File: src/rtl/vga_line_fetch.sv
`default_nettype none
// ============================================================================
// Module      : vga_line_fetch
// Description : Ping-pong line buffer between the framebuffer memory and the
//               VGA pins. While line v is shown from one bank, line v+1 is
//               fetched word by word into the other bank. Colour and sync
//               outputs are registered so they leave on the same cycle.
// Revision    : 1.0 - initial release
// ----------------------------------------------------------------------------
// Ports:
//   clk, rst                  pixel clock, asynchronous active-high reset
//   h_pxl_count, v_pxl_count  position from the timing counters
//   h_sync_in, v_sync_in      active-low syncs from the timing generator
//   mem_req_valid/ready/addr  word read request channel
//   mem_rsp_valid/data        read response channel (8 pixels x {r,g,b})
//   underrun_clr              clears the sticky underrun flag
//   red, green, blue          pixel colour, one cycle after the position
//   h_sync, v_sync            syncs delayed by one cycle
//   underrun                  sticky: a fill was still busy at a trigger
// Optional feature:
//   VGA_LINE_FETCH_TEST_PATTERN_EN adds input pattern_sel; when high the
//   visible colour is h_pxl_count[5:3] (8-pixel-wide vertical bars).
// ============================================================================
module vga_line_fetch #(
  parameter int H_VIS_AREA_PXL    = 200,
  parameter int H_NUM_BITS        = 9,
  parameter int V_VIS_AREA_PXL    = 600,
  parameter int V_WHOLE_FRAME_PXL = 628,
  parameter int V_NUM_BITS        = 10,
  parameter int PIX_PER_WORD      = 8,
  parameter int ADDR_BITS         = 16,
  parameter int FB_BASE           = 0
) (
  input  logic                      clk,
  input  logic                      rst,
  input  logic [H_NUM_BITS-1:0]     h_pxl_count,
  input  logic [V_NUM_BITS-1:0]     v_pxl_count,
  input  logic                      h_sync_in,
  input  logic                      v_sync_in,
  output logic                      mem_req_valid,
  input  logic                      mem_req_ready,
  output logic [ADDR_BITS-1:0]      mem_req_addr,
  input  logic                      mem_rsp_valid,
  input  logic [3*PIX_PER_WORD-1:0] mem_rsp_data,
  input  logic                      underrun_clr,
`ifdef VGA_LINE_FETCH_TEST_PATTERN_EN
  input  logic                      pattern_sel,
`endif
  output logic                      red,
  output logic                      green,
  output logic                      blue,
  output logic                      h_sync,
  output logic                      v_sync,
  output logic                      underrun
);

  localparam int WORDS_PER_LINE = H_VIS_AREA_PXL / PIX_PER_WORD;
  localparam int WORD_W         = $clog2(WORDS_PER_LINE + 1);
  localparam int PIX_IDX_W      = $clog2(H_VIS_AREA_PXL);

  typedef enum logic [1:0] {
    IDLE = 2'd0,
    REQ  = 2'd1,
    WAIT = 2'd2
  } state_t;

  state_t                state, state_nxt;
  logic [V_NUM_BITS-1:0] fill_line, fill_line_nxt;
  logic [WORD_W-1:0]     word_idx, word_idx_nxt;
  logic [ADDR_BITS-1:0]  addr_nxt;
  logic                  bank_we;
  logic                  underrun_set;

  logic [V_NUM_BITS-1:0] target_line;
  logic                  trigger;
  logic                  fill_start;
  logic [WORD_W-1:0]     word_inc;

  logic [2:0]            bank [2][H_VIS_AREA_PXL];
  logic [PIX_IDX_W-1:0]  rd_idx;
  logic                  visible;
  logic [2:0]            pix_sel;

  // Word address of word w of line n, wrapped to the address width.
  function automatic logic [ADDR_BITS-1:0] word_addr(
    input logic [V_NUM_BITS-1:0] line,
    input logic [WORD_W-1:0]     w
  );
    logic [31:0] full;
    full = 32'(FB_BASE) + 32'(line) * 32'(WORDS_PER_LINE) + 32'(w);
    return full[ADDR_BITS-1:0];
  endfunction

  // The line after the last frame line is line 0 of the next frame.
  assign target_line = (v_pxl_count == V_NUM_BITS'(V_WHOLE_FRAME_PXL - 1))
                     ? '0 : v_pxl_count + V_NUM_BITS'(1);
  assign trigger     = (h_pxl_count == '0);
  assign fill_start  = trigger && (target_line < V_NUM_BITS'(V_VIS_AREA_PXL));
  assign word_inc    = word_idx + WORD_W'(1);

  // --------------------------------------------------------------------------
  // Fill FSM
  // --------------------------------------------------------------------------
  always_comb begin
    state_nxt     = state;
    fill_line_nxt = fill_line;
    word_idx_nxt  = word_idx;
    addr_nxt      = mem_req_addr;
    bank_we       = 1'b0;
    mem_req_valid = 1'b0;
    // A trigger arriving while busy is dropped; the running fill finishes.
    underrun_set  = trigger && (state != IDLE);

    case (state)
      IDLE: begin
        if (fill_start) begin
          state_nxt     = REQ;
          fill_line_nxt = target_line;
          word_idx_nxt  = '0;
          addr_nxt      = word_addr(target_line, '0);
        end
      end
      REQ: begin
        mem_req_valid = 1'b1;
        if (mem_req_ready) begin
          state_nxt = WAIT;
        end
      end
      WAIT: begin
        if (mem_rsp_valid) begin
          bank_we      = 1'b1;
          word_idx_nxt = word_inc;
          if (word_inc < WORD_W'(WORDS_PER_LINE)) begin
            state_nxt = REQ;
            addr_nxt  = word_addr(fill_line, word_inc);
          end else begin
            state_nxt = IDLE;
          end
        end
      end
      default: begin
        state_nxt = IDLE;
      end
    endcase
  end

  always_ff @(posedge clk or posedge rst) begin
    if (rst) begin
      state        <= IDLE;
      fill_line    <= '0;
      word_idx     <= '0;
      mem_req_addr <= '0;
      underrun     <= 1'b0;
    end else begin
      state        <= state_nxt;
      fill_line    <= fill_line_nxt;
      word_idx     <= word_idx_nxt;
      mem_req_addr <= addr_nxt;
      // Set wins over a simultaneous clear.
      if (underrun_set) begin
        underrun <= 1'b1;
      end else if (underrun_clr) begin
        underrun <= 1'b0;
      end
    end
  end

  // --------------------------------------------------------------------------
  // Line banks: line n lives in bank n[0]. Contents are not reset.
  // --------------------------------------------------------------------------
  always_ff @(posedge clk) begin
    if (bank_we) begin
      for (int k = 0; k < PIX_PER_WORD; k++) begin
        bank[fill_line[0]][PIX_IDX_W'(int'(word_idx) * PIX_PER_WORD + k)]
          <= mem_rsp_data[3*k +: 3];
      end
    end
  end

  // --------------------------------------------------------------------------
  // Display stage
  // --------------------------------------------------------------------------
  assign rd_idx  = h_pxl_count[PIX_IDX_W-1:0];
  assign visible = (h_pxl_count < H_NUM_BITS'(H_VIS_AREA_PXL)) &&
                   (v_pxl_count < V_NUM_BITS'(V_VIS_AREA_PXL));

  always_comb begin
    pix_sel = 3'b000;
    if (visible) begin
`ifdef VGA_LINE_FETCH_TEST_PATTERN_EN
      if (pattern_sel) begin
        pix_sel = h_pxl_count[5:3];
      end else begin
        pix_sel = bank[v_pxl_count[0]][rd_idx];
      end
`else
      pix_sel = bank[v_pxl_count[0]][rd_idx];
`endif
    end
  end

  always_ff @(posedge clk or posedge rst) begin
    if (rst) begin
      red    <= 1'b0;
      green  <= 1'b0;
      blue   <= 1'b0;
      h_sync <= 1'b1;
      v_sync <= 1'b1;
    end else begin
      red    <= pix_sel[2];
      green  <= pix_sel[1];
      blue   <= pix_sel[0];
      h_sync <= h_sync_in;
      v_sync <= v_sync_in;
    end
  end

endmodule
`default_nettype wire

File: config.mk
export PLATFORM = sky130hd
export DESIGN_NAME = vga_line_fetch
export DESIGN_NICKNAME = d
export VERILOG_FILES = /design/src/rtl/vga_line_fetch.sv
export SDC_FILE = /design/constraint.sdc
export NUM_CORES = 1
export LEC_CHECK = 0
export CORE_ASPECT_RATIO = 1.5
export CORE_MARGIN = 2
export CORE_UTILIZATION = 35
export CTS_CLUSTER_DIAMETER = 50
export DETAILED_ROUTE_END_ITERATION = 12
export DONT_BUFFER_PORTS = 1
export PLACE_DENSITY = 0.55
export SYNTH_ARGS = -nofsm -noshare
export SYNTH_HDL_FRONTEND = slang
export SYNTH_SLANG_ARGS = --single-unit
File: constraint.sdc
create_clock -name clk -period 5.4 [get_ports clk]
set_input_delay 0.54 -clock clk [delete_from_list [all_inputs] [get_ports clk]]
set_output_delay 0.54 -clock clk [all_outputs]
set_load 0.02 [all_outputs]
==> run_results.csv, run 1 <==
group,metric,value,unit
cts,max-clock-path-buffers,3,
final_layout,fillCellCount,14200,
floorplanning,die_area,159000,um2
final_layout,area.growth.synth_to_final,13.3,%
final_layout,drive_above_1_share,0.157,
timing,timing.max_slew.rel_slack,-0.220,
final_layout,final_nets,3589,
floorplanning,standard_cell_core_area,155000,um2
routing,vias_per_cell,5.18,
yosys,syn_area,54600,um2
timing,highest_clock_rate,233,MHz
timing,max_clock_skew,0.0221,ns
yosys,synthDistinctLibCells,84,
final_layout,final_non_filler_cells,5599,
routing,wire_per_inst,25.7,um
yosys,postSynth.asyncResetShare,0.0315,
power,power.density_cell_area,350,nW/um2
timing,setup_viol,0,
placed_design,dpl_wire_length,75500,um
cts,clkSlewWorstSetupHoldPaths,0.07,ns
placed_design,placement.io_buffers,0,
critical_path,arrival,4.92,ns
cts,cts_post_setup_buffers_inserted,0,
critical_path,regToRegSetupSlack,1.11,ns
floorplanning,die_extent_in_x,326,um
yosys,synthesis.area_per_instance,16.8,um2
power,vdd_ir_drop_max,0.259,mV
power,p_leak,22.9,nW
min_path,min-delay-path-class,"input pin to register",
routing,drcViolationCount,0,
floorplanning,num_io_pins,73,
yosys,synth_cells,3247,
cts,ctsResizeCount,0,
cts,cts_made_buffers,113,
global_route,grt_first_pass_wirelength,207000,um
placed_design,numPlacedInstances,5329,
global_route,pin_count_of_the_biggest_net_entering_global_routing,353,
routing,wl,144000,um
cts,cts-htree-levels,3,
yosys,postSynthRegisterBits,1239,
outcome,violations,"max-slew violations",
critical_path,setup.worst_path.end_class,"register",
timing,period_needed,4.29,ns
yosys,seq_area_frac_synth,0.678,
yosys,count_of_flip_flops_with_a_built_in_enable_after_synthesis,1200,
routing,detailedRoute.firstPassIterationCount,5,
routing,post_detailed_route_count_of_antenna_violating_nets,0,
cts,clock_tree.root_cell,"clkbuf_16",
cts,tritoncts_clock_tree,"done",
critical_path,worst-endpoint-required,6.02,ns
routing,via_count,29000,
floorplanning,initial_standard_cell_utilization_of_the_core,0.352,
routing,drt-initial-drc-count,2621,
timing,setup_total_negative_slack,0,ns
critical_path,timing.critical_path.from_type,"register",
global_route,grt_overflow,0,
yosys,synth-main-ff-cell,"edfxtp_1",
floorplanning,floorplan.die.height,488,um
timing,layout_worst_path_cycle_share,0.795,
outcome,outcome,"finished, violations left",
critical_path,critical_path.max_fanout,5,
yosys,yosysWarnings,0,
timing,timing_worst_slew_pin_value,1.83,ns
timing,maxSlewViolCount,212,
timing,final-hold-violation-count,0,
global_route,first_global_vias,30200,
cts,clk_latency,0.74,ns
run,timing.max_cap.violations,0,
cts,clock_sinks,1239,
placed_design,finalWeightedCongestion,0.836,
cts,postCtsHoldBufs,55,
global_route,grt_util_all_layers,0.180,
floorplanning,std_cell_rows,177,
global_route,antenna_found_initial,6,
timing,grt_setup_unrepaired,"no",
critical_path,setup.worst_path.class,"register to register",
==> logic make-up (layout without fill, tap and decap cells) <==
group,after synthesis,after routing,share of synthesized area
buffers and inverters,536,397,0.0448
AOI/OAI and AO/OA,648,648,0.0879
and+or+nand+nor,319,319,0.0294
xor gates and xnor gates,28,28,0.00463
other,1,434,0.0000687
adders and majority gates,98,98,0.0242
muxes,378,378,0.131
DFF,1239,1239,0.678
==> cells in the final DEF (no fill, tap or decap), types with 13 or more instances in the layout <==
cell type	netlist	layout
ha_1	85	85
xnor2_1	16	16
a31oi_1	15	15
dfrtp_1	37	36
buf_4	7	59
clkinv_2	0	22
a22oi_1	37	37
a21oi_1	53	53
mux2i_1	103	103
a221oi_1	34	34
o21ai_0	44	44
mux4_2	250	250
nor2b_1	61	57
conb_1	1	432
fa_1	13	13
clkbuf_1	367	23
nor3_1	36	20
nand3_1	27	27
inv_1	67	67
dlygate4sd3_1	0	35
a22o_1	24	24
clkbuf_16	0	113
edfxtp_1	1200	1200
a21o_1	343	343
bufinv_16	0	18
buf_12	10	18
nand2_1	73	73
nor3_2	1	17
mux4_1	14	14
and2_1	23	23
nor2_1	62	58
clkinv_1	0	18
==> path summary, 6_finish.rpt <==
path                                  start                to  cells past startpoint
min                        mem_rsp_data[16]      bank[0][487]                      1
max                             word_idx[0]  mem_req_addr[13]                     14
min in group asynchronous               rst  mem_req_addr[12]                      2
max in group asynchronous               rst            h_sync                      3
min reg2reg                     word_idx[0]       word_idx[0]                      1
max reg2reg                     word_idx[0]  mem_req_addr[13]                     14
==> synth_stat cells (all sizes together) (4+ instances only) <==
library cell,count,share of area
buf,100,0.015
o2111ai,5,0.00080
mux4,264,0.11
fa,13,0.0048
ha,85,0.019
nor4,4,0.00046
o21ai,47,0.0043
clkbuf,367,0.025
a221o,9,0.0017
a21o,343,0.047
dfrtp,37,0.017
inv,69,0.0047
or3,7,0.00080
nand2,73,0.0050
a221oi,38,0.0066
nand3,27,0.0025
o311ai,4,0.00064
o31ai,11,0.0015
xnor2,17,0.0029
o22ai,10,0.0011
a31oi,16,0.0019
nor2b,61,0.0070
mux2i,103,0.019
a211oi,7,0.0011
edfxtp,1200,0.66
a21oi,54,0.0050
nor3,37,0.0035
o21a,4,0.00055
mux2,11,0.0023
nand2b,5,0.00057
o211ai,10,0.0014
nand4,4,0.00046
a22o,24,0.0039
nor2,62,0.0043
a22oi,38,0.0053
xor2,11,0.0018
a211o,5,0.00080
and2,24,0.0028
==> area by class of cell <==
cell class	count	area, um2	share of cell area
clock buffer	138	2940	0.0476
inverter	69	259	0.00419
antenna	2	5.00	0.0000809
sequential	1239	37000	0.599
multi-input combinational	1903	16900	0.273
timing repair buffer	115	1240	0.0200
clock inverter	75	935	0.0151
tap	2058	2570	0.0416
==> routing by layer <==
metal  GRT usage  up-vias  wire (um)
met5           0        -         13
met4      0.0706        2       5640
met3      0.0290      214       8410
met2       0.327      812      75500
met1       0.212    15300      54200
li1            -    12600          -
==> critical path, stage by stage (launching register included) <==
cell and delay, ns:
dfrtp_1 0.42, ha_1 0.24, nand3_1 0.11, xnor2_1 0.26, ha_1 0.29, ha_1 0.29
fa_1 0.44, ha_1 0.36, o21a_1 0.22, a2111oi_0 0.66, o31ai_1 0.23, o21ai_0 0.24
xor2_1 0.17, nor2_1 0.06, o22a_1 0.20
==> through the flow <==
| stage | cell area [um2] | hold slack [ns] | power [mW] | setup slack (ns) | utilization |
|---|---|---|---|---|---|
| final | 61800 | 0.0285 | 21.7 | 1.11 | 0.399 |
| after CTS | 61800 | 0.000459 | 21.8 | 1.06 | 0.399 |
| after floorplan | 56200 | 0.513 | 12.9 | 0.857 | - |
| after global placement | 57200 | 0.542 | 13.1 | 0.670 | 0.369 |
| after detailed placement | 57200 | 0.545 | 13.2 | 0.631 | 0.369 |
| after global routing | 61800 | 0.0166 | 22.3 | 0.766 | 0.399 |
==> sequential cells by signal (all words and copies together), names as in the netlist <==
register	flops
fill_line	10
blue	1
v_sync	1
word_idx	5
mem_req_addr	16
h_sync	1
red	1
bank	1200
state	2
green	1
underrun	1
==> where the power goes <==
part / switching (mW) / internal [mW]
combinational: 1.18 / 0.864
sequential: 0.226 / 10.9
clock: 3.68 / 4.78
(Power assumes the default switching activity.)
==> run 2, diff against run 1 <==
Clock period 5.4 ns to 4.3 ns, I/O delays scaled along.
==> run_results.csv, run 2 (synthesis results as in run 1) <==
group,metric,value,unit
final_layout,mostFrequentLayoutCells,"edfxtp_1 (1,200), conb_1 (432), a21o_1 (343)",
global_route,grt_overflow,0,
min_path,hold_path_end,"word_idx[0]",
critical_path,regToRegSetupSlack,0.32,ns
critical_path,r2r-end,"mem_req_addr[15]",
critical_path,worstPathBufferInverterCount,1,
power,power.density_cell_area,435,nW/um2
cts,cts_made_buffers,116,
global_route,grt_most_used_layer,"met2",
final_layout,multi_input_area,16900,um2
placed_design,placement.io_buffers,0,
floorplanning,num_io_pins,73,
final_layout,seqCellArea,37000,um2
floorplanning,std_cell_rows,177,
routing,wire_per_inst,24.5,um
critical_path,critPathTopFamily,"adder cells",
critical_path,regToRegStartpoint,"word_idx[0]",
critical_path,timing.critical_path.slowest_cell_delay,0.54,ns
timing,maxSlewViolCount,0,
cts,clock_sinks,1239,
global_route,grt_first_pass_wirelength,200000,um
timing,max_clock_skew,0.0247,ns
routing,detailedRoute.firstPassIterationCount,5,
timing,timing_worst_slew_pin_value,1.03,ns
routing,drcViolationCount,0,
critical_path,setup.worst_path.class,"register to register",
global_route,grtUsageMet3,0.0248,
timing,final-hold-violation-count,0,
run,timing.max_cap.violations,0,
floorplanning,initial_standard_cell_utilization_of_the_core,0.352,
critical_path,reg2reg_depth,15,
global_route,first_global_vias,29900,
timing,grt_setup_unrepaired,"no",
cts,cts-htree-levels,3,
critical_path,crit_path_cell_trace,"ha_2 > nand3_1 > xnor2_2 > ha_1 > ha_1 > fa_1 > ha_4 > o21a_1 > a2111oi_2 > buf_4 > o31ai_1 > o211a_1 > o21a_1 > o21ai_0 > o21ai_0",
critical_path,worst-endpoint-required,4.91,ns
timing,layout_worst_path_cycle_share,0.927,
cts,clock_tree.root_cell,"clkbuf_16",
critical_path,arrival,4.59,ns
critical_path,critical_path.max_fanout,5,
floorplanning,die_area,159000,um2
placed_design,dpl-instance-area,57600,um2
final_layout,fillCellCount,14300,
routing,post_detailed_route_count_of_antenna_violating_nets,0,
floorplanning,floorplan.die.height,488,um
cts,max-clock-path-buffers,3,
min_path,holdPathStages,2,
timing,setup_viol,0,
global_route,pin_count_of_the_biggest_net_entering_global_routing,353,
routing,via_count,29000,
min_path,hold_path.startpoint,"mem_rsp_valid",
final_layout,final_non_filler_cells,5643,
global_route,antenna_found_initial,6,
critical_path,critical_path_origin,"word_idx[0]",
global_route,met1_usage,0.205,
power,p_leak,23.1,nW
final_layout,final_nets,3626,
timing,period_needed,3.98,ns
placed_design,numPlacedInstances,5378,
timing,timing.max_slew.rel_slack,0.307,
global_route,grt_util_all_layers,0.173,
cts,clkSlewWorstSetupHoldPaths,0.06,ns
routing,wl,138000,um
min_path,min-delay-path-class,"input pin to register",
cts,clk_latency,0.75,ns
power,vdd_ir_drop_max,0.409,mV
placed_design,finalWeightedCongestion,0.822,
final_layout,final_design_area_no_fill,62100,um2
critical_path,setup.worst_path.end_class,"register",
floorplanning,standard_cell_core_area,155000,um2
routing,vias_per_cell,5.13,
final_layout,drive_above_1_share,0.172,
final_layout,area.growth.synth_to_final,13.7,%
final_layout,largest_register_ffs,1200,
final_layout,layout_commonest_cell,"edfxtp_1",
critical_path,cpMaxStageDelayCell,"fa_1",
timing,highest_clock_rate,251,MHz
placed_design,dpl_wire_length,77100,um
outcome,outcome,"finished, final reports clean",
cts,tritoncts_clock_tree,"done",
floorplanning,die_extent_in_x,326,um
global_route,grt_util_met2,0.311,
critical_path,timing.critical_path.from_type,"register",
routing,drt-initial-drc-count,2520,
-- run 2: cell count changes in the layout (fill, tap and decap cells not counted), sizes merged --
cell,before,now
dlygate4sd3,35,14
clkinv,45,57
buf,80,135
diode,2,5
clkbuf,138,140
bufinv,18,12
clkinvlp,4,3
-- run 2: how the worst max path moves through the flow --
| stage | to | depth (start not counted) |
|---|---|---|
| finish | mem_req_addr[15] | 15 |
| global route | mem_req_addr[15] | 15 |
| CTS | mem_req_addr[15] | 15 |
| detailed placement | mem_req_addr[14] | 18 |
| global placement | mem_req_addr[14] | 18 |
| floorplan | mem_req_addr[14] | 22 |
-- run 2: final cells by class --
| cell class | count | area share |
|---|---|---|
| Antenna cell | 5 | 0.000202 |
| Clock buffer | 140 | 0.0484 |
| Clock inverter | 80 | 0.0127 |
| Inverter | 69 | 0.00417 |
| Multi-Input combinational cell | 1903 | 0.272 |
| Sequential cell | 1239 | 0.596 |
| Tap cell | 2058 | 0.0415 |
| Timing Repair Buffer | 149 | 0.0244 |
-- run 2: report_power, final --
group / internal [mW] / switching [mW]
Sequential: 13.7 / 0.278
Clock: 5.73 / 4.61
Combinational: 1.12 / 1.51
Total: 20.6 / 6.40
-- run 2: timing repair --
item / 4_1_cts / 5_1_grt
hold buffers: 38 / 0
endpoints found under the hold margin: 1228 / 0
resized for setup: 0 / 5
setup endpoints to repair: 0 / 3
setup buffers: 0 / 2
-- run 2: per-layer routing --
metal / wire, um / up-vias
li1: - / 12700
met1: 52500 / 15300
met2: 72300 / 820
met3: 7730 / 208
met4: 5510 / 0
met5: 0 / -
-- run 2: stage by stage --
stage          setup TNS [ns]  power, mW  hold WS, ns  setup WS [ns]   util
6_report                    0       27.0       0.0317          0.316  0.400
4_1_cts                     0       27.3      0.00312         0.0855  0.400
5_1_grt                     0       27.9       0.0542         0.0545  0.400
2_1_floorplan               0       16.2        0.434         0.0268      -
3_3_place_gp           -0.122       16.6        0.435        -0.0779  0.371
3_5_place_dp           -0.201       16.6        0.435         -0.128  0.371
